`config.mk`:
```
export PLATFORM = sky130hd
export DESIGN_NAME = div_freq_prog
export DESIGN_NICKNAME = d
export VERILOG_FILES = /design/src/rtl/div_freq_prog.sv
export SDC_FILE = /design/constraint.sdc
export NUM_CORES = 1
export LEC_CHECK = 0
export CAP_MARGIN = 0
export CORE_UTILIZATION = 53
export DETAILED_ROUTE_END_ITERATION = 6
export PLACE_DENSITY = 0.78
export SYNTH_ARGS = -nofsm -noshare
export SYNTH_HDL_FRONTEND = slang
export SYNTH_SLANG_ARGS = --single-unit
```
`constraint.sdc`:
```
create_clock -name clkFPGA -period 5.9 [get_ports clkFPGA]
set_input_delay 1.475 -clock clkFPGA [delete_from_list [all_inputs] [get_ports clkFPGA]]
set_output_delay 1.475 -clock clkFPGA [all_outputs]
set_load 0.05 [all_outputs]
```
`src/rtl/div_freq_prog.sv`:
```
// Runtime-programmable frequency divider: 50%-duty square wave plus a one-cycle
// tick on each rising edge of the output. The half-period can be reloaded at
// runtime; the new value is taken only at the rising boundary so no runt pulse
// is ever produced.
module div_freq_prog #(
  parameter int unsigned CLK_HZ     = 50_000_000,
  parameter int unsigned DEFAULT_HZ = 1000,
  parameter int unsigned WIDTH      = 26
) (
  input  logic             clkFPGA,
  input  logic             rst,
  input  logic             en,
  input  logic             div_load,
  input  logic [WIDTH-1:0] div_value,
  output logic             clk_out,
  output logic             tick,
  output logic [WIDTH-1:0] div_active,
  output logic             upd_pend,
  output logic             load_err
);

  localparam longint unsigned DEF_HALF =
      longint'(CLK_HZ) / (64'd2 * longint'(DEFAULT_HZ));

  // The reset half-period must be non-zero and fit the counter.
  if (DEF_HALF == 64'd0 || DEF_HALF >= (64'd1 << WIDTH)) begin : g_bad_def_half
    $fatal(1, "div_freq_prog: DEF_HALF out of range for WIDTH");
  end

  localparam logic [WIDTH-1:0] DefHalf = WIDTH'(DEF_HALF);

  logic [WIDTH-1:0] cnt_q, cnt_d;
  logic [WIDTH-1:0] active_q, active_d;
  logic [WIDTH-1:0] pend_q, pend_d;
  logic             clk_q, clk_d;
  logic             tick_q, tick_d;
  logic             upd_q, upd_d;
  logic             err_q, err_d;
  logic             last_cnt;
  logic             boundary;

  // Next-state: half-period counting, boundary-aligned reload, load capture.
  always_comb begin
    cnt_d    = cnt_q;
    clk_d    = clk_q;
    active_d = active_q;
    pend_d   = pend_q;
    upd_d    = upd_q;
    err_d    = 1'b0;

    last_cnt = (cnt_q == active_q - WIDTH'(1));
    // Rising boundary: the only point where the half-period may change.
    boundary = en && !clk_q && last_cnt;
    tick_d   = boundary;

    if (en) begin
      if (last_cnt) begin
        cnt_d = '0;
        clk_d = ~clk_q;
      end else begin
        cnt_d = cnt_q + WIDTH'(1);
      end
    end

    if (boundary && upd_q) begin
      active_d = pend_q;
      upd_d    = 1'b0;
    end

    // A load in the boundary cycle lands after the old pending value is applied.
    if (div_load) begin
      if (div_value != '0) begin
        pend_d = div_value;
        upd_d  = 1'b1;
      end else begin
        err_d = 1'b1;
      end
    end
  end

  // State and registered outputs, asynchronously reset to the default rate.
  always_ff @(posedge clkFPGA or posedge rst) begin
    if (rst) begin
      cnt_q    <= '0;
      clk_q    <= 1'b0;
      tick_q   <= 1'b0;
      active_q <= DefHalf;
      pend_q   <= '0;
      upd_q    <= 1'b0;
      err_q    <= 1'b0;
    end else begin
      cnt_q    <= cnt_d;
      clk_q    <= clk_d;
      tick_q   <= tick_d;
      active_q <= active_d;
      pend_q   <= pend_d;
      upd_q    <= upd_d;
      err_q    <= err_d;
    end
  end

  assign clk_out    = clk_q;
  assign tick       = tick_q;
  assign div_active = active_q;
  assign upd_pend   = upd_q;
  assign load_err   = err_q;

endmodule

```
# After elaboration in Yosys (flattened, before gate mapping)
# Cells that the tools add are included.
# word_totals
ff_bits,82
latch_bits,0
mem_bits_rw,0
mem_bits_ro,0
input_bits,30
output_inout_bits,30
wordCells,24
memories,0
# op_classes
addsub,2
n_mul,0
div_mod_pow,0
n_lt_le_gt_ge,0
eq_ne,1
n_shift,0
muxes,6
bitwise,1
reduce_logical,7
# op_table
cell,n
$add A26 B1 Y26 const B,1
$eq A26 B26 Y1,1
$mux W26,1
$reduce_bool A26 Y1,1
$sub A26 B1 Y26 const B,1
$mux W1,5
$reduce_and A2 Y1,2
$logic_and A1 B1 Y1,3
$logic_not A1 Y1,1
$not A1 Y1,1

# Longest topological paths before layout
# depth
depth_word,7
depth_mapped,14
depth_no_buf,10

# Least setup slack after synthesis
# No wires, ideal clock.
# synth_timing
kind,register to register
startpoint,register active_q[16] (netlist: div_active[16])
endpoint,register active_q[0] (netlist: div_active[0])
setup_time_ps,127
arrival_ps,3504
required_time_ps,5773
path_slack_ps,2268
stages_incl_launch_ff,13
path_buffers,4
synth_period_minus_slack_ps,3632
path_cell_list,dfrtp_1 or4_1 buf_2 or4b_1 a211oi_2 o2bb2ai_1 a2111oi_2 and3_1 buf_4 and3_1 buf_4 buf_8 mux2_1
# synth_via
elab_chain_len,4
# synth_rtl
item,line_no,text
from (decl),33,"logic [WIDTH-1:0] active_q, active_d;"
from (signal assigned),87,active_q <= DefHalf;
from (signal assigned),95,active_q <= active_d;
$sub A26 B1 Y26,51,last_cnt = (cnt_q == active_q - WIDTH'(1));
$eq A26 B26 Y1,51,
$logic_and A1 B1 Y1,53,boundary = en && !clk_q && last_cnt;
$logic_and A1 B1 Y1,65,if (boundary && upd_q) begin
# Every way passes these cells.
# A chain may end at the register's enable or synchronous reset.

# Worst setup path after layout
# layout_timing
startpoint,register active_q[17] (netlist: div_active[17])
endpoint,register active_q[10] (netlist: div_active[10])
# Same word-level chain as after synthesis.

==> reports/summary.txt <==
clock insertion delay at the later pin of the skew report: 0.37 ns
Routed wire per std cell: 17.3 um
share of cells above drive strength 1: 10.7%
PortBufs: 59
RSZ-0062 raised after global routing: no
commonest register cell after synthesis: dfrtp_1
Worst Path Required: 6.15 ns
Final ANT Viol Nets: 0
met2 usage: 41.9%
Peak VDD IR: 0.000166 V
worst slew pin tran: 0.632 ns
synth warn: 0
antenna fix cells: 0
WHS: 0.484 ns
H-tree depth: 3
CTS tree: yes
total chip power: 1190 uW
register area share after synthesis: 46.9%
initial DRC count: 159
final worst clock skew: 0.00674 ns
GRT met1 Usage: 33.5%
minimum clock period: 3.88 ns
I/O pin count: 60
fillers: 601
Avg Inst Size Synth: 10.3 um^2
Slew HR: 57.5%
R2R Path End: div_active[10]
postcts setup bufs: 0
routability cong.: 0.918
CTS Buf Count: 9
drt first pass iters: 4
Clock Sink Count: 82
f_max: 0.257 GHz
root buf cell: clkbuf_8
height of the die: 93.1 um
highest fanout seen on the critical path: 26
Finished Core Util: 66.3%
type of element launching the critical path: flip-flop
drt via density: 5.82
area added between synthesis and finish: 18.9%
Worst Hold End: pend_q[20]
status: completed
number of synthesized flops with an enable pin: 0
Hold Path Class: reg2reg
R2R Setup Slk: 2.02 ns
post_cts resized: 0
largest net degree at the start of global routing: 50
Hold Path Stages: 2
pins over their slew limit: 0
path depth of the worst reg2reg path: 9
most used routing layer: met2
Non-Filler Instances: 586
first-pass GRT wire length: 16.7 mm
final worst-path cycle share: 65.8%
GRT met3 Usage: 5.77%
die area: 8660 um^2
setup violators final: 0
Rows: 32
initial antenna violation count: 0
Die W: 93.1 um
Hold Path Origin: pend_q[20]
Post-synth ARST share: 100%
Final Hold Vio Count: 0
critical path type: reg2reg
final setup TNS: 0 ns
Post-Syn Nets: 457
vias in the first global route: 3351
hold buffers post-CTS: 0
vias: 3410
Cells after DPL: 570
PwrDens: 228 nW/um^2
Reg2Reg Launch Point: div_active[17]
final wirelength: 10.1 mm
Clock Pin Slew Worst Setup and Hold Paths: 0.09 ns
Crit. End Element: flip-flop
Netlist cell types: 56
flops & latches, synth: 82
total gr overflow: 0
Detailed Place HPWL: 7.47 mm
Initial Util: 55.7%
Max Cap Violations: 0
Max clock buf depth: 2
Core Area: 7890 um^2
synthesized instance count: 425
P_leak: 0.00233 uW
# DRC: 0
fin nets: 511
GRT Overall Usage: 25.5%
WP data arrival: 4.13 ns
Cell Area, Synth: 4390 um^2
[flip-flops by register name, indices dropped and copies added, names as in the netlist]
signal	count
load_err	1
pend_q	26
cnt_q	26
tick	1
clk_out	1
div_active	26
upd_pend	1
[cells by family after synthesis]
| logic type | count (synthesis) | synth area share, % |
|---|---|---|
| compound gates | 42 | 7.03 |
| xor+xnor | 52 | 10.4 |
| fa+ha+maj | 2 | 0.569 |
| buf+inv | 32 | 3.44 |
| flops | 82 | 46.9 |
| mux | 47 | 12.0 |
| simple gates | 168 | 19.7 |
[layout make-up]
cell class                      count  area (um^2)  share of cell area [%]
Sequential cell                    82         2060                    39.4
Multi-Input combinational cell    311         2190                    41.8
Clock inverter                      7         61.3                    1.17
Clock buffer                        9          124                    2.37
Tap cell                          102          128                    2.44
Inverter                           12         46.3                   0.886
Timing Repair Buffer               63          621                    11.9
[layer usage]
metal / part of all wire (%) / routed length [um] / up-vias
met3: 4.4 / 443 / 20
met5: 0 / 0 / -
li1: - / - / 1619
met1: 45 / 4530 / 1677
met2: 49 / 4910 / 94
met4: 2.3 / 235 / 0
[where the power goes]
| part | leakage [uW] | switching (uW) | internal (uW) |
|---|---|---|---|
| registers | 0.00104 | 45.7 | 600 |
| clock network | 0.0000940 | 233 | 162 |
| logic | 0.00119 | 72.1 | 76.5 |
[placed cells by master (no fill, tap or decap), types with 3 or more instances in the layout]
cell type | synthesis | routed
nand3_1 | 18 | 18
xnor2_1 | 32 | 32
and2_1 | 4 | 4
o31ai_1 | 5 | 5
nand2_1 | 34 | 34
or4_1 | 8 | 8
nor4b_1 | 3 | 3
xor2_1 | 20 | 20
o211ai_1 | 3 | 3
dfstp_2 | 6 | 6
inv_1 | 12 | 11
nor2_1 | 41 | 41
clkbuf_8 | 0 | 9
nor4_1 | 11 | 11
nand4_1 | 9 | 9
o21ai_0 | 3 | 3
buf_4 | 2 | 4
and4_1 | 3 | 3
mux2_1 | 26 | 26
nor3_1 | 12 | 12
mux2_2 | 20 | 20
and3_1 | 7 | 7
a21oi_1 | 3 | 3
o21ai_1 | 9 | 8
nor3b_1 | 3 | 3
or3_1 | 7 | 7
dfrtp_1 | 76 | 76
clkdlybuf4s50_1 | 0 | 59
[synthesized netlist by cell type (2+ instances only)]
cell type | instances | area (um^2)
dfrtp_1 | 76 | 1900
nor2_1 | 41 | 154
nand2_1 | 34 | 128
xnor2_1 | 32 | 280
mux2_1 | 26 | 293
mux2_2 | 20 | 225
xor2_1 | 20 | 175
nand3_1 | 18 | 90.1
clkbuf_1 | 14 | 52.6
inv_1 | 12 | 45.0
nor3_1 | 12 | 60.1
nor4_1 | 11 | 68.8
nand4_1 | 9 | 56.3
o21ai_1 | 9 | 45.0
or4_1 | 8 | 60.1
and3_1 | 7 | 43.8
or3_1 | 7 | 43.8
dfstp_2 | 6 | 158
o31ai_1 | 5 | 37.5
and2_1 | 4 | 25.0
a21oi_1 | 3 | 15.0
and4_1 | 3 | 26.3
nor3b_1 | 3 | 22.5
nor4b_1 | 3 | 26.3
o211ai_1 | 3 | 22.5
o21ai_0 | 3 | 15.0
a2111oi_0 | 2 | 17.5
a211oi_1 | 2 | 15.0
buf_4 | 2 | 15.0
buf_8 | 2 | 30.0
ha_1 | 2 | 25.0
nand3b_1 | 2 | 15.0
[metrics by stage]
step	instance area [um^2]	setup WS (ns)
after floorplan	4390	2.27
after global placement	5040	2.05
after detailed placement	5040	2.09
after CTS	5230	2.06
after global routing	5230	1.83
final	5230	2.02
[how the worst max path moves through the flow]
| stage | startpoint | end | slack (ns) |
|---|---|---|---|
| after global routing | div_active[17] | div_active[4] | 1.83 |
| after detailed placement | div_active[17] | div_active[4] | 2.09 |
| after floorplan | div_active[16] | div_active[0] | 2.27 |
| after global placement | div_active[17] | div_active[0] | 2.05 |
| final | div_active[17] | div_active[10] | 2.02 |
| after CTS | div_active[17] | div_active[10] | 2.06 |
[worst max-delay path: stages, from the launching register on]
cell       delay [ns]
dfrtp_1          0.48
or4_1            0.71
or4b_1           0.59
a211oi_2         0.32
o2bb2ai_1        0.13
a2111oi_2        0.33
and3_1           0.31
and3_1           0.18
buf_4            0.33
mux2_1           0.37
Power figures use the tool's default switching activity.
